[config.mk]
export PLATFORM = sky130hd
export DESIGN_NAME = frame_motion_detector
export DESIGN_NICKNAME = d
export VERILOG_FILES = /design/src/rtl/frame_motion_detector.sv
export SDC_FILE = /design/constraint.sdc
export NUM_CORES = 1
export LEC_CHECK = 0
export CAP_MARGIN = 20
export CORE_UTILIZATION = 50
export CTS_CLUSTER_DIAMETER = 120
export DETAILED_ROUTE_END_ITERATION = 8
export PLACE_DENSITY_LB_ADDON = 0.15
export SLEW_MARGIN = 5
export SYNTH_ARGS = -nofsm -noshare
export SYNTH_HDL_FRONTEND = slang
export SYNTH_SLANG_ARGS = --single-unit
[constraint.sdc]
create_clock -name clk -period 6.2 [get_ports clk]
set_input_delay 1.24 -clock clk [delete_from_list [all_inputs] [get_ports clk]]
set_output_delay 1.24 -clock clk [all_outputs]
set_load 0.01 [all_outputs]
[src/rtl/frame_motion_detector.sv]
// Frame-store read address generator plus per-pixel grayscale motion detector
// with per-frame motion count and bounding box, in the VGA pixel-clock domain.
module frame_motion_detector #(
  parameter int unsigned SRC_W       = 160,
  parameter int unsigned SRC_H       = 120,
  parameter int unsigned SCALE_SHIFT = 2,
  parameter int unsigned MIN_PIXELS  = 16
) (
  input  logic        clk,
  input  logic        reset,
  input  logic        enable,
  input  logic        de,
  input  logic [9:0]  x_pixel,
  input  logic [9:0]  y_pixel,
  input  logic [7:0]  thresh,
  output logic        oe,
  output logic [14:0] rAddr,
  input  logic [15:0] prev_data,
  input  logic [15:0] curr_data,
  output logic        motion_px,
  output logic        motion_de,
  output logic        stats_valid,
  output logic [14:0] motion_count,
  output logic [7:0]  box_x_min,
  output logic [7:0]  box_x_max,
  output logic [6:0]  box_y_min,
  output logic [6:0]  box_y_max,
  output logic        motion_found
);

  localparam logic [9:0]  LAST_X   = 10'((SRC_W << SCALE_SHIFT) - 1);
  localparam logic [9:0]  LAST_Y   = 10'((SRC_H << SCALE_SHIFT) - 1);
  localparam logic [9:0]  SUB_MASK = 10'((1 << SCALE_SHIFT) - 1);
  localparam logic [14:0] CNT_MAX  = 15'(SRC_W * SRC_H);
  localparam logic [14:0] MIN_CNT  = 15'(MIN_PIXELS);

  typedef struct packed {
    logic       de;
    logic       tag;
    logic       first;
    logic       last;
    logic [7:0] sx;
    logic [6:0] sy;
  } sb_t;

  function automatic logic [7:0] gray8(input logic [15:0] p);
    return {2'b00, p[15:11], 1'b0} + {2'b00, p[10:5]} + {2'b00, p[4:0], 1'b0};
  endfunction

  sb_t         w_sb0;
  sb_t         r_sb [4];
  logic [14:0] r_addr;
  logic [7:0]  r_gray_p, r_gray_c;
  logic [7:0]  w_diff;
  logic        r_motion;

  logic        r_armed;
  logic [14:0] r_cnt, w_cnt_nx;
  logic [7:0]  r_xmin, r_xmax, w_xmin_nx, w_xmax_nx;
  logic [6:0]  r_ymin, r_ymax, w_ymin_nx, w_ymax_nx;
  logic        w_hit;

  logic        r_stats_valid, r_found;
  logic [14:0] r_motion_count;
  logic [7:0]  r_box_x_min, r_box_x_max;
  logic [6:0]  r_box_y_min, r_box_y_max;

  always_comb begin
    w_sb0       = '0;
    w_sb0.de    = de;
    w_sb0.tag   = ((x_pixel & SUB_MASK) == '0) && ((y_pixel & SUB_MASK) == '0);
    w_sb0.first = de && (x_pixel == '0) && (y_pixel == '0);
    w_sb0.last  = de && (x_pixel == LAST_X) && (y_pixel == LAST_Y);
    w_sb0.sx    = 8'(x_pixel >> SCALE_SHIFT);
    w_sb0.sy    = 7'(y_pixel >> SCALE_SHIFT);
  end

  assign w_diff = (r_gray_c >= r_gray_p) ? (r_gray_c - r_gray_p) : (r_gray_p - r_gray_c);

  // Stage k of the side-band lives in r_sb[k-1]; gray regs align with r_sb[2].
  always_ff @(posedge clk or posedge reset) begin
    if (reset) begin
      for (int unsigned i = 0; i < 4; i++) r_sb[i] <= '0;
      r_addr   <= '0;
      r_gray_p <= '0;
      r_gray_c <= '0;
      r_motion <= 1'b0;
    end else begin
      r_sb[0] <= w_sb0;
      for (int unsigned i = 1; i < 4; i++) r_sb[i] <= r_sb[i-1];
      r_addr   <= 15'(w_sb0.sy * SRC_W) + 15'(w_sb0.sx);
      r_gray_p <= gray8(prev_data);
      r_gray_c <= gray8(curr_data);
      r_motion <= enable & r_sb[2].de & (w_diff > thresh);
    end
  end

  always_comb begin
    w_hit     = r_motion & r_sb[3].tag;
    w_cnt_nx  = r_cnt;
    w_xmin_nx = r_xmin;
    w_xmax_nx = r_xmax;
    w_ymin_nx = r_ymin;
    w_ymax_nx = r_ymax;
    if (w_hit) begin
      if (r_cnt != CNT_MAX)      w_cnt_nx  = r_cnt + 15'd1;
      if (r_sb[3].sx < r_xmin)   w_xmin_nx = r_sb[3].sx;
      if (r_sb[3].sx > r_xmax)   w_xmax_nx = r_sb[3].sx;
      if (r_sb[3].sy < r_ymin)   w_ymin_nx = r_sb[3].sy;
      if (r_sb[3].sy > r_ymax)   w_ymax_nx = r_sb[3].sy;
    end
  end

  // Frame end latches the *next* accumulator values so its own hit is included.
  always_ff @(posedge clk or posedge reset) begin
    if (reset) begin
      r_armed        <= 1'b0;
      r_cnt          <= '0;
      r_xmin         <= '1;
      r_xmax         <= '0;
      r_ymin         <= '1;
      r_ymax         <= '0;
      r_stats_valid  <= 1'b0;
      r_found        <= 1'b0;
      r_motion_count <= '0;
      r_box_x_min    <= '0;
      r_box_x_max    <= '0;
      r_box_y_min    <= '0;
      r_box_y_max    <= '0;
    end else begin
      r_stats_valid <= 1'b0;
      if (r_sb[3].first) r_armed <= 1'b1;
      if (r_sb[3].last) begin
        r_cnt  <= '0;
        r_xmin <= '1;
        r_xmax <= '0;
        r_ymin <= '1;
        r_ymax <= '0;
        if (r_armed) begin
          r_stats_valid  <= 1'b1;
          r_motion_count <= w_cnt_nx;
          r_found        <= (w_cnt_nx >= MIN_CNT);
          if (w_cnt_nx == '0) begin
            r_box_x_min <= '0;
            r_box_x_max <= '0;
            r_box_y_min <= '0;
            r_box_y_max <= '0;
          end else begin
            r_box_x_min <= w_xmin_nx;
            r_box_x_max <= w_xmax_nx;
            r_box_y_min <= w_ymin_nx;
            r_box_y_max <= w_ymax_nx;
          end
        end
      end else begin
        r_cnt  <= w_cnt_nx;
        r_xmin <= w_xmin_nx;
        r_xmax <= w_xmax_nx;
        r_ymin <= w_ymin_nx;
        r_ymax <= w_ymax_nx;
      end
    end
  end

  assign oe           = r_sb[0].de;
  assign rAddr        = r_addr;
  assign motion_px    = r_motion;
  assign motion_de    = r_sb[3].de;
  assign stats_valid  = r_stats_valid;
  assign motion_count = r_motion_count;
  assign box_x_min    = r_box_x_min;
  assign box_x_max    = r_box_x_max;
  assign box_y_min    = r_box_y_min;
  assign box_y_max    = r_box_y_max;
  assign motion_found = r_found;

endmodule

* After elaboration in Yosys (flattened, before gate mapping)
Cells that the tools add are included.
** Operators by class
- Multipliers :: 1
- Add/subtract/negate cells :: 8
- Equality and inequality tests :: 3
- Bitwise operators :: 3
- Muxes and demuxes :: 22
- Reductions and logical operators :: 11
- Order comparisons :: 7
** Operator list (count)
- $mux 8 :: 9
- $mux 7 :: 8
- $mux 15 :: 3
- $logic_not 10->1 :: 4
- $add 7x6->8 :: 2
- $gt 8x8->1 :: 2
- $sub 8x8->8 :: 2
- $add 15x1->15 const B :: 1
- $add 15x8->15 :: 1
- $ge 15x5->1 const B :: 1
- $logic_not 15->1 :: 1
- $ne 15x15->1 const B :: 1
- $add 6x6->7 :: 2
- $eq 10x10->1 const B :: 1
- $eq 10x9->1 const B :: 1
- $mul 7x3->10 const B :: 1
- $ge 8x8->1 :: 1
- $lt 8x8->1 :: 1
- $gt 7x7->1 :: 1
- $lt 7x7->1 :: 1
- $logic_and 1x1->1 :: 5
- $and 1x1->1 :: 3
- $mux 1 :: 2
- $reduce_and 2->1 :: 1
** Storage, ports and cells
- Input port bits :: 64
- Word-level logic and storage cells :: 96
- Flip-flop bits (word level) :: 201
- Output and inout bits :: 65

* Depth between registers and ports, before layout
- Depth after elaboration :: 5
- Depth in mapped cells :: 17

* Worst setup path before layout
OpenSTA, ideal clock, no wires.
- Path kind :: register -> register
- From :: register r_gray_c[0]
- To :: register r_motion (netlist: motion_px)
- Arrival :: 3.138 ns
- Stages on the path, launching flop included :: 17
- Buffers on the path :: 0
- Data required time :: 6.080 ns
- Clock period less this slack :: 3.258 ns
- Slack :: 2.942 ns
- Setup time :: 0.120 ns
- Cells stage by stage :: dfrtp_1 -> inv_1 -> ha_1 -> inv_1 -> fa_1 -> nand3_1 -> nand2_1 -> o211a_1 -> or4_1 -> a31o_2 -> a21oi_1 -> xnor2_1 -> ha_1 -> a21o_1 -> a21oi_1 -> o21ai_0 -> and4_1
** On the way
- Word-level cells in the longest chain between the ends :: 4
** RTL lines
- from (decl) :: line 53 : logic [7:0] r_gray_p, r_gray_c;
- from (signal assigned) :: line 93 : r_gray_c <= gray8(curr_data);
- $sub 8x8->8 / $ge 8x8->1 (equally long branches) :: line 78 : assign w_diff = (r_gray_c >= r_gray_p) ? (r_gray_c - r_gray_p) : (r_gray_p - r_gray_c);
- $mux 8 (*) :: line 78
- $gt 8x8->1 (*) :: line 94 : r_motion <= enable & r_sb[2].de & (w_diff > thresh);
- $and 1x1->1 (*) :: line 94
- to (signal assigned) :: line 94
- to (decl) :: line 55 : logic r_motion;
Every way passes the cells marked *; elsewhere a longest branch is shown, timed or not.
A chain may end at the register's enable or synchronous reset.

* Final worst setup path
Ends and elaborated chain as after synthesis.

==> metrics.log <==
INFO  metric core-area = 0.0181 mm²
INFO  metric synth.net_count = 973
INFO  metric synth-seq-area-share = 52.6%
INFO  metric grt_start_max_net_pins = 197
INFO  metric boundaryPins = 129
INFO  metric cp_data_required_time = 6.53 ns
INFO  metric power.density_cell_area = 312 mW/mm²
INFO  metric layout_commonest_cell = sky130_fd_sc_hd__dfrtp_1
INFO  metric critical_path_class = flip-flop to flip-flop
INFO  metric grt_first_pass_wirelength = 30200 µm
INFO  metric cap_viol_max_count = 0
INFO  metric report.final.setup_viol = 0
INFO  metric path_clk_slew = 0.08 ns
INFO  metric detailroute.via_count = 6166
INFO  metric track_usage = 19.7%
INFO  metric drt_wl_total = 17400 µm
INFO  metric drt-pass1-iter-count = 6
INFO  metric ctsResizeCount = 0
INFO  metric die_width = 139 µm
INFO  metric finalSetupTns = 0 ns
INFO  metric status = complete, no violations
INFO  metric syn-cell-area = 0.00937 mm²
INFO  metric synth-compound-area-share = 9.51%
INFO  metric numClockSinks = 196
INFO  metric ctsHoldBuffers = 0
INFO  metric fin_worst_hold_slack = 0.349 ns
INFO  metric yosys.area_share.simple = 11.8%
INFO  metric grt_setup_unrepaired = no
INFO  metric syn_to_final_growth = 21.9%
INFO  metric grt_pass1_vias = 6161
INFO  metric dieArea = 0.0193 mm²
INFO  metric total_of_flip_flops_plus_latches_after_synthesis = 196
INFO  metric critPathLaunchType = flip-flop
INFO  metric cts_buffer_depth = 2
INFO  metric synth.yosys.warnings = 0
INFO  metric synthDominantAreaCellType = sky130_fd_sc_hd__dfrtp_1
INFO  metric synth_top_family_by_area = adder cells
INFO  metric cts_tree = yes
INFO  metric viasPerCell = 5.22
INFO  metric timing.final.crit_share = 57.2%
INFO  metric final_layout_size_suffix_gt1_share = 7.88%
INFO  metric timing.fmax = 0.282 GHz
INFO  metric max_slew.worst_pin.slew = 1.13 ns
INFO  metric number_of_synthesized_flops_with_an_enable_pin = 0
INFO  metric timing.critical_path.arrival = 3.88 ns
INFO  metric global_route.usage.met3 = 4.97%
INFO  metric most_frequent_cells_in_the_layout = sky130_fd_sc_hd__dfrtp_1, sky130_fd_sc_hd__clkdlybuf4s50_1, sky130_fd_sc_hd__nor2_1
INFO  metric hold_viol_final = 0
INFO  metric power.static_leakage = 5.35 nW
INFO  metric cts_buffers = 17
INFO  metric syn_area_per_cell = 11.4 µm²
INFO  metric power.ir.vdd_worst = 0.199 mV
INFO  metric post_synthesis_adder_cell_area_fraction = 13.3%
INFO  metric core.rowCount = 49
INFO  metric layout.nets = 1093
INFO  metric n_fill_cell = 1525
INFO  metric synthXorXnorAreaFrac = 3.65%
INFO  metric met2_usage = 30.0%
INFO  metric post-route-min-period = 3.55 ns
INFO  metric final_antenna_net_count = 0
INFO  metric clock_skew = 0.0115 ns
INFO  metric worst_hold_path_type = flip-flop to flip-flop
INFO  metric clock_latency = 0.44 ns
INFO  metric global_route.overflow_total = 0
INFO  metric number_of_remaining_drc_errors = 0
INFO  metric ys_top_cells_by_area = sky130_fd_sc_hd__dfrtp_1, sky130_fd_sc_hd__ha_1, sky130_fd_sc_hd__dfstp_2, sky130_fd_sc_hd__nor2_1, sky130_fd_sc_hd__mux2i_1
INFO  metric drt-initial-drc-count = 340
INFO  metric share_of_the_synthesized_area_in_the_top_cell_type = 48.4%
INFO  metric cts_htree_levels = 4
INFO  metric synthArstFlopShare = 100%
INFO  metric use_met1 = 28.0%
INFO  metric critical_path_end_type = flip-flop
INFO  metric post-cts-setup-buffers = 0
INFO  metric initial_standard_cell_utilization_of_the_core = 51.6%
INFO  metric post-dp-hpwl = 12300 µm
INFO  metric n_antenna_cell = 0
INFO  metric gp_routability_congestion = 0.858
INFO  metric synth.area.mux_share = 3.99%
INFO  metric grt.busiest_layer = met2
INFO  metric worst_path_fanout_max = 3
INFO  metric clockRootBuffer = sky130_fd_sc_hd__clkbuf_16
INFO  metric slew_violations = 0
INFO  metric detail_route.wl_per_cell = 14.7 µm
INFO  metric relSlewSlack = 24.7%
INFO  metric yosysUniqueCellTypes = 55
INFO  metric grt_antenna_before_repair = 0
INFO  metric io_buffer_count = 128
INFO  metric synth-main-ff-cell = sky130_fd_sc_hd__dfrtp_1
INFO  metric synthCells = 819
INFO  metric chipHeight = 139 µm
through the flow:
stage	worst slack [ns]	power, mW	instance area (µm²)	std cells	util (%)
floorplan	2.44	2.17	9370	819	-
global placement	2.53	2.44	10800	1149	59.4
detailed placement	2.53	2.45	10800	1149	59.4
CTS	2.57	3.60	11400	1181	62.9
global route	2.29	3.79	11400	1181	62.9
finish	2.65	3.56	11400	1181	62.9
flip-flops by register name, summed over array words and instances (netlist names), 8 cells and up:
| signal | count |
|---|---|
| r_xmin | 8 |
| r_gray_c | 8 |
| r_cnt | 15 |
| box_x_min | 8 |
| r_sb | 69 |
| box_x_max | 8 |
| r_xmax | 8 |
| motion_count | 15 |
| rAddr | 15 |
| r_gray_p | 8 |
worst max-delay path, stage by stage, from the launching register on:
cell                      delay (ns)
sky130_fd_sc_hd__dfrtp_1        0.38
sky130_fd_sc_hd__inv_1          0.06
sky130_fd_sc_hd__ha_1           0.15
sky130_fd_sc_hd__inv_1          0.05
sky130_fd_sc_hd__fa_1           0.39
sky130_fd_sc_hd__nand3_1        0.11
sky130_fd_sc_hd__nand2_1        0.09
sky130_fd_sc_hd__o21ai_0        0.36
sky130_fd_sc_hd__mux2i_1        0.16
sky130_fd_sc_hd__nor4b_1        0.66
sky130_fd_sc_hd__nor3_1         0.14
sky130_fd_sc_hd__xnor2_1        0.16
sky130_fd_sc_hd__ha_1           0.18
sky130_fd_sc_hd__a21o_1         0.17
sky130_fd_sc_hd__a21oi_1        0.12
sky130_fd_sc_hd__o21ai_0        0.08
sky130_fd_sc_hd__and4_1         0.18
cells by family (layout without fill, tap and decap cells):
family,count (synthesis),count (layout)
buf+inv,110,243
flops,196,196
compound gates,126,126
fa+ha+maj,90,90
mux,37,37
xor+xnor,39,39
simple gates,221,221
layer usage:
| layer | vias to the layer above | share of wire [%] |
|---|---|---|
| met3 | 10 | 4.5 |
| met4 | 0 | 0.84 |
| li1 | 3029 | - |
| met5 | - | 0 |
| met2 | 131 | 45 |
| met1 | 2996 | 50 |
worst paths after layout:
path | cells past startpoint | start | to | slack (ns)
min | 0 | r_sb[26]$_DFF_PP0_ | r_sb[7]$_DFF_PP0_ | 0.35
min reg2reg | 0 | r_sb[26]$_DFF_PP0_ | r_sb[7]$_DFF_PP0_ | 0.35
max reg2reg | 16 | r_gray_c[0]$_DFF_PP0_ | motion_px$_DFF_PP0_ | 2.65
min in group asynchronous | 3 | reset | rAddr[5]$_DFF_PP0_ | 1.35
max in group asynchronous | 3 | reset | r_sb[1]$_DFF_PP0_ | 3.94
max | 16 | r_gray_c[0]$_DFF_PP0_ | motion_px$_DFF_PP0_ | 2.65
synthesized netlist by cell type (5+ instances only):
cell	n
sky130_fd_sc_hd__a211oi_1	19
sky130_fd_sc_hd__a211oi_2	12
sky130_fd_sc_hd__a21o_1	12
sky130_fd_sc_hd__a21oi_1	36
sky130_fd_sc_hd__and2_1	6
sky130_fd_sc_hd__and3_1	5
sky130_fd_sc_hd__buf_4	7
sky130_fd_sc_hd__clkbuf_1	15
sky130_fd_sc_hd__dfrtp_1	181
sky130_fd_sc_hd__dfstp_2	15
sky130_fd_sc_hd__fa_1	16
sky130_fd_sc_hd__ha_1	74
sky130_fd_sc_hd__inv_1	82
sky130_fd_sc_hd__mux2i_1	34
sky130_fd_sc_hd__nand2_1	26
sky130_fd_sc_hd__nand2b_1	19
sky130_fd_sc_hd__nand3_1	11
sky130_fd_sc_hd__nand4_1	13
sky130_fd_sc_hd__nor2_1	93
sky130_fd_sc_hd__nor2b_1	12
sky130_fd_sc_hd__nor3_1	9
sky130_fd_sc_hd__nor4_1	6
sky130_fd_sc_hd__o21a_1	5
sky130_fd_sc_hd__o21ai_0	19
sky130_fd_sc_hd__xnor2_1	31
sky130_fd_sc_hd__xor2_1	8
power breakdown:
group          total (mW)  switching [mW]  internal (mW)
logic               0.975           0.517          0.458
registers            1.45          0.0619           1.39
clock network        1.13           0.542          0.589
total                3.56            1.12           2.44
area by class of cell:
| type | count | area [µm²] | area share [%] |
|---|---|---|---|
| Clock buffer | 17 | 425 | 3.73 |
| Clock inverter | 15 | 204 | 1.79 |
| Sequential cell | 196 | 4920 | 43.1 |
| Tap cell | 229 | 287 | 2.51 |
| Timing Repair Buffer | 129 | 1300 | 11.4 |
| Multi-Input combinational cell | 513 | 3960 | 34.7 |
| Inverter | 82 | 312 | 2.73 |
Power figures use the tool's default switching activity.
